### src/rtl/mips_pkg.sv
// Shared definitions for the MIPS front end: fetch FSM encoding, reset PC and
// instruction word constants.
package mips_pkg;

    typedef enum logic [1:0] {
        ST_BOOT  = 2'd0,
        ST_RUN   = 2'd1,
        ST_STALL = 2'd2,
        ST_HALT  = 2'd3
    } fetch_state_t;

    localparam logic [31:0] RESET_PC_DEFAULT = 32'h0000_0000;
    localparam int          INSTR_W          = 32;
    localparam logic [INSTR_W-1:0] NOP_WORD  = 32'h0000_0000;

endpackage

### src/rtl/pc_next_mux.sv
// Next-PC selection: a redirect forces a word-aligned target, otherwise PC
// steps by one word whenever the fetch stage advances.
module pc_next_mux
    import mips_pkg::*;
#(
    parameter int ADDR_W = 32
) (
    input  logic [ADDR_W-1:0] pc,
    input  logic              adv,
    input  logic              redirect,
    input  logic [ADDR_W-1:0] redirect_target,
    output logic [ADDR_W-1:0] pc_next,
    output logic              misalign
);

    always_comb begin
        pc_next = pc;
        if (redirect) begin
            pc_next = {redirect_target[ADDR_W-1:2], 2'b00};
        end else if (adv) begin
            pc_next = pc + ADDR_W'(4);
        end
    end

    assign misalign = redirect & (redirect_target[1:0] != 2'b00);

endmodule

### src/rtl/instr_fetch_unit.sv
// Instruction fetch stage: PC, combinational ROM access and the IF/ID register
// with valid/ready handshake, redirect flush and external halt.
//
//   state | meaning
//   BOOT  | one idle cycle after reset, no fetch
//   RUN   | fetching, one word per cycle while decode accepts
//   STALL | IF/ID full and decode not ready, PC and IF/ID held
//   HALT  | halt_req high, ROM disabled, PC preserved
module instr_fetch_unit
    import mips_pkg::*;
#(
    parameter logic [31:0] RESET_PC = RESET_PC_DEFAULT,
    parameter int          ADDR_W   = 32
) (
    input  logic                clk,
    input  logic                rst,
    output logic [ADDR_W-1:0]   rom_address,
    output logic                rom_read_en,
    output logic                rom_ce,
    input  logic [INSTR_W-1:0]  rom_data,
    input  logic                redirect,
    input  logic [ADDR_W-1:0]   redirect_target,
    input  logic                halt_req,
    input  logic                id_ready,
    output logic                if_valid,
    output logic [INSTR_W-1:0]  if_instr,
    output logic [ADDR_W-1:0]   if_pc,
    output logic [ADDR_W-1:0]   if_pc_plus4,
    output logic                misalign_err,
    output logic                halted
);

    fetch_state_t      state, state_next;
    logic [ADDR_W-1:0] pc, pc_next;
    logic              adv;
    logic              redir_eff;
    logic              misalign_hit;

    always_ff @(posedge clk or posedge rst) begin
        if (rst) begin
            state  <= ST_BOOT;
            pc     <= ADDR_W'(RESET_PC);
            halted <= 1'b0;
        end else begin
            state  <= state_next;
            pc     <= pc_next;
            halted <= (state_next == ST_HALT);
        end
    end

    always_comb begin
        state_next  = state;
        adv         = 1'b0;
        redir_eff   = 1'b0;
        rom_ce      = 1'b0;
        rom_read_en = 1'b0;

        if (state != ST_BOOT) begin
            redir_eff = redirect;
        end
        if ((state == ST_RUN) || (state == ST_STALL)) begin
            adv = (!if_valid || id_ready) && !halt_req;
        end
        rom_ce      = (state != ST_BOOT) && (state != ST_HALT);
        rom_read_en = adv && !redirect;

        case (state)
            ST_BOOT:  state_next = ST_RUN;
            ST_RUN: begin
                if (halt_req) begin
                    state_next = ST_HALT;
                end else if (if_valid && !id_ready) begin
                    state_next = ST_STALL;
                end
            end
            ST_STALL: begin
                if (halt_req) begin
                    state_next = ST_HALT;
                end else if (id_ready) begin
                    state_next = ST_RUN;
                end
            end
            ST_HALT: begin
                if (!halt_req) begin
                    state_next = ST_RUN;
                end
            end
        endcase

        // Redirect overrides every non-boot transition; halt still wins the destination.
        if (redir_eff) begin
            state_next = halt_req ? ST_HALT : ST_RUN;
        end
    end

    pc_next_mux #(
        .ADDR_W(ADDR_W)
    ) u_pc_next_mux (
        .pc              (pc),
        .adv             (adv),
        .redirect        (redir_eff),
        .redirect_target (redirect_target),
        .pc_next         (pc_next),
        .misalign        (misalign_hit)
    );

    assign rom_address = {2'b00, pc[ADDR_W-1:2]};

    always_ff @(posedge clk or posedge rst) begin
        if (rst) begin
            if_valid     <= 1'b0;
            if_instr     <= NOP_WORD;
            if_pc        <= '0;
            if_pc_plus4  <= '0;
            misalign_err <= 1'b0;
        end else begin
            if (misalign_hit) begin
                misalign_err <= 1'b1;
            end
            // Flush drops both the current word and the wrong-path ROM word.
            if (redir_eff) begin
                if_valid <= 1'b0;
            end else if (adv) begin
                if_valid    <= 1'b1;
                if_instr    <= rom_data;
                if_pc       <= pc;
                if_pc_plus4 <= pc + ADDR_W'(4);
            end else if (if_valid && id_ready) begin
                if_valid <= 1'b0;
            end
        end
    end

endmodule

### config.mk
export PLATFORM = sky130hd
export DESIGN_NAME = instr_fetch_unit
export DESIGN_NICKNAME = d
export VERILOG_FILES = /design/src/rtl/mips_pkg.sv /design/src/rtl/pc_next_mux.sv /design/src/rtl/instr_fetch_unit.sv
export SDC_FILE = /design/constraint.sdc
export NUM_CORES = 1
export LEC_CHECK = 0
export BUFFER_PORTS_ARGS = -buffer_cell sky130_fd_sc_hd__buf_2
export CAP_MARGIN = 25
export CORE_MARGIN = 2
export CORE_UTILIZATION = 40
export DETAILED_ROUTE_END_ITERATION = 16
export GPL_TIMING_DRIVEN = 0
export HOLD_SLACK_MARGIN = 0.06
export PLACE_DENSITY_LB_ADDON = 0.12
export SLEW_MARGIN = 20
export SYNTH_ARGS = -nofsm -noshare
export SYNTH_HDL_FRONTEND = slang
export SYNTH_SLANG_ARGS = --single-unit
### constraint.sdc
create_clock -name clk -period 4.53 [get_ports clk]
set_input_delay 0.453 -clock clk [delete_from_list [all_inputs] [get_ports clk]]
set_output_delay 0.453 -clock clk [all_outputs]
set_load 0.005 [all_outputs]
==> results.md <==
- The design area is 7730 µm².
- Compared with the post-synthesis result, the final layout area differs by 31.4%.
- The clock root buffer is clkbuf_16.
- The critical path capture point type is a primary output.
- For the pin with the worst max-slew slack, the measured transition is 0.693 ns.
- After synthesis, the share of flip-flops with an asynchronous set or reset is 1.00.
- The area used by multi-input combinational logic is 2500 µm².
- The height of the chip is 125 µm.
- For this design the ratio of total power to cell area is 697 nW/µm².
- The gate count after technology mapping is 533.
- Once layout is complete, the utilization of the core stands at 0.534.
- The hold buffer count at cts is 1.
- The total inserted antenna cells is 0.
- The wire length on met2 is 7990 µm.
- In the final layout, the share of cells above drive strength 1 is 0.404.
- The initial antenna violation count is 0.
- The type of the worst setup path is flip-flop to primary output.
- The proportion of synthesized chip area in sequential cells is 0.540.
- Ranked by total cell area, the synthesized netlist is headed by dfrtp_1, mux2_2, xnor2_1, nand2_1, nor2_1.
- The overall die area is 15700 µm².
- Dividing the detail-routed wire length by the instance count gives 16.8 µm.
- The TritonCTS clock tree is built.
- The wire length on met1 is 6910 µm.
- The cell type contributing the most total cell area after synthesis is dfrtp_1.
- Max-cap violations in this run came to 0.
- The first detailed-routing pass took 5 iterations.
- In the final design database the tool counted 829 nets.
- From left edge to right edge, the die measures 125 µm.
- The startpoint identified for the worst register-to-register timing path is state[1]$_DFF_PP0_.
- The count of input and output buffers is 195.
- The floorplan has 44 rows.
- After detailed routing, the total wire length is 16000 µm.
- STA puts the critical path data required time at 4.08 ns.
- The combined flip-flop and latch cell area is 3180 µm².
- For the worst setup path, the data arrival time is 2.89 ns.
- The fill cell total of the finished layout is 1310.
- The number of max-slew violations in the final report is 0.
- The H-tree was split into 4 levels.
- The most frequently used cell type in the post-synthesis netlist is dfrtp_1.
- The number of synthesized register bits is 127.
- Across every metal layer, demand over resource in global routing totals 0.209.
- The detailed-route DRC error count is 0.
- Clock-pin slew was measured on the worst setup and hold paths at 0.05 ns.
- Of the available clock period, the critical path in the final layout requires 0.737.
- No sink is reached through more buffers than the 2 on the longest clock path.
- In this run the cell area of the synthesized design comes to 5890 µm².
- The mean area per synthesized cell is 11.0 µm².
- The wire length of the first global-routing pass is 25800 µm.
- The launching element type of the critical path is a flip-flop.
- The cell area reported after detailed placement is 7150 µm².
- The total core area is 14500 µm².
- The I/O pin count is 202.
- The highest attainable clock frequency is 0.299 GHz.
- In the synthesized netlist, the cells that appear most often are dfrtp_1, mux2_2, nand2_1, nor2_1, xnor2_1.
- The via count of the first global-routing pass came to 4820.
- For this design the static power due to leakage is 3.49 nW.
- In this run, the number of DRC markers left after iteration 0 of detailed routing was 234.
- After detailed routing, the met3 layer carries 891 µm of wire.
- The run finished with clean final reports.
- Between clock sinks in the finished design, the worst skew comes to 0.00649 ns.
- After synthesis, the netlist uses 39 different library cells.
- Setup violations remaining at the end of the flow were counted as 0.
- The residual overflow from global routing is 0.
- The tightest min-delay check is of the input port to flip-flop type.
- At the end of routability-driven placement, the weighted congestion stood at 0.784.
- The relative slew slack is 0.534.
- The share of synthesized area in the top cell type comes to 0.540.
- The clock insertion delay at the later pin of the skew report is 0.41 ns.
- The overall via count from detail_route is 4734.
- Yosys printed 0 warnings.
- The number of synthesized flops with an enable pin is 0.
- The final count of hold timing violations was 0.
- The clock buffer count from CTS is 17.
- Of all nets on the critical path, the largest fanout is 10.
- The number of vias per cell is 4.98.
- The maximum number of pins on one net before global-route repair is 82.
- The startpoint identified for the worst hold timing path is redirect_target[2].
- The most used flip-flop cell after synthesis is dfrtp_1.
- Once the clock tree was built, the setup fixing pass inserted 0 buffers.
- Gates resized during post-CTS repair numbered 0.
- The half-perimeter wire length after placement is 11500 µm.
- In this run the remaining antenna-violating nets after routing total 0.
- The highest signal layer in the routed design is met4.
- The most critical setup path has its startpoint at state[1]$_DFF_PP0_.
- The effective utilization at floorplan is 0.406.
- Setup repair after global routing left no endpoint under its margin.
- The clock period could shrink to 3.34 ns.
- The maximum resistive drop on vdd is 0.316 mV.
- CTS saw 127 sinks.
-- cells by family after synthesis --
family	count (synthesis)	synth area share
buf+inv	52	0.0391
simple gates	158	0.139
mux	66	0.126
other cells	1	0.000637
xor+xnor	57	0.0848
flops	127	0.540
fa+ha+maj	6	0.0128
compound gates	66	0.0576
-- critical path, cell delays in order, from the launching register on --
cell and delay (ns):
dfrtp_1 0.43, inv_1 0.10, ha_1 0.30, nor2b_1 0.17, nand2_1 0.09, clkbuf_1 0.55, clkbuf_1 0.61, nor2_1 0.07
buf_2 0.15
-- cell type report --
cell class | count | area share
flip-flops and latches | 127 | 0.411
clock buffers | 26 | 0.0645
multi-input cells | 359 | 0.323
inverters | 8 | 0.00485
repair buffers | 197 | 0.131
well taps | 184 | 0.0298
clock inverters | 6 | 0.0104
plain buffers | 44 | 0.0259
-- layout by cell type, fill, tap and decap left out, drive strengths merged, types with 2 or more instances in the layout --
| cell type | count |
|---|---|
| buf | 212 |
| dfrtp | 127 |
| mux2 | 65 |
| clkbuf | 54 |
| nand2 | 45 |
| nor2 | 45 |
| xnor2 | 41 |
| o21ai | 32 |
| a21oi | 30 |
| nor3 | 16 |
| xor2 | 16 |
| nand3 | 12 |
| nor4 | 12 |
| nand4 | 11 |
| inv | 8 |
| ha | 6 |
| conb | 6 |
| and3 | 4 |
| clkinv | 4 |
| nand2b | 3 |
| and4 | 3 |
| nor2b | 2 |
| bufinv | 2 |
| or4 | 2 |
-- metrics by stage --
step                worst slack [ns]  std cells  setup TNS, ns  hold slack [ns]  total power, mW
floorplan                      0.693        538              0            0.459             3.15
global placement              -0.795        917         -99.69            0.447             4.02
detailed placement              1.24        918              0            0.455             4.09
CTS                             1.17        951              0            0.231             5.46
global route                   0.946        951              0            0.249             5.76
finish                          1.19        951              0            0.246             5.39
-- path summary, 6_finish.rpt --
path / slack [ns] / endpoint / cells after the start
worst max-delay path: 1.19 / rom_read_en / 8
worst min-delay path: 0.25 / pc[2]$_DFFE_PP0P_ / 3
worst max register to register: 1.30 / if_pc_plus4[20]$_DFFE_PP0P_ / 9
worst min register to register: 0.46 / misalign_err$_DFFE_PP0P_ / 1
max in group asynchronous: 3.24 / if_pc[22]$_DFFE_PP0P_ / 4
min in group asynchronous: 0.58 / if_instr[26]$_DFFE_PP0P_ / 3
-- report_power, final --
part           internal, mW  switching (mW)  leakage (nW)  total [mW]
Combinational          1.00            1.01          1.70        2.02
Sequential             1.66           0.366          1.50        2.03
Clock                 0.865           0.478         0.288        1.34
Total                  3.53            1.86          3.49        5.39
-- per-layer routing --
layer / up-vias / GRT usage
met5: - / 0
met4: 0 / 0.0634
met3: 14 / 0.0496
met2: 147 / 0.351
met1: 2323 / 0.269
li1: 2250 / -
-- sequential cells by signal, indices dropped and copies added, names as in the netlist --
signal / flops
if_instr: 32
if_pc: 30
if_pc_plus4: 30
pc: 30
state: 2
halted: 1
if_valid: 1
misalign_err: 1
Power figures use the tool's default switching activity.
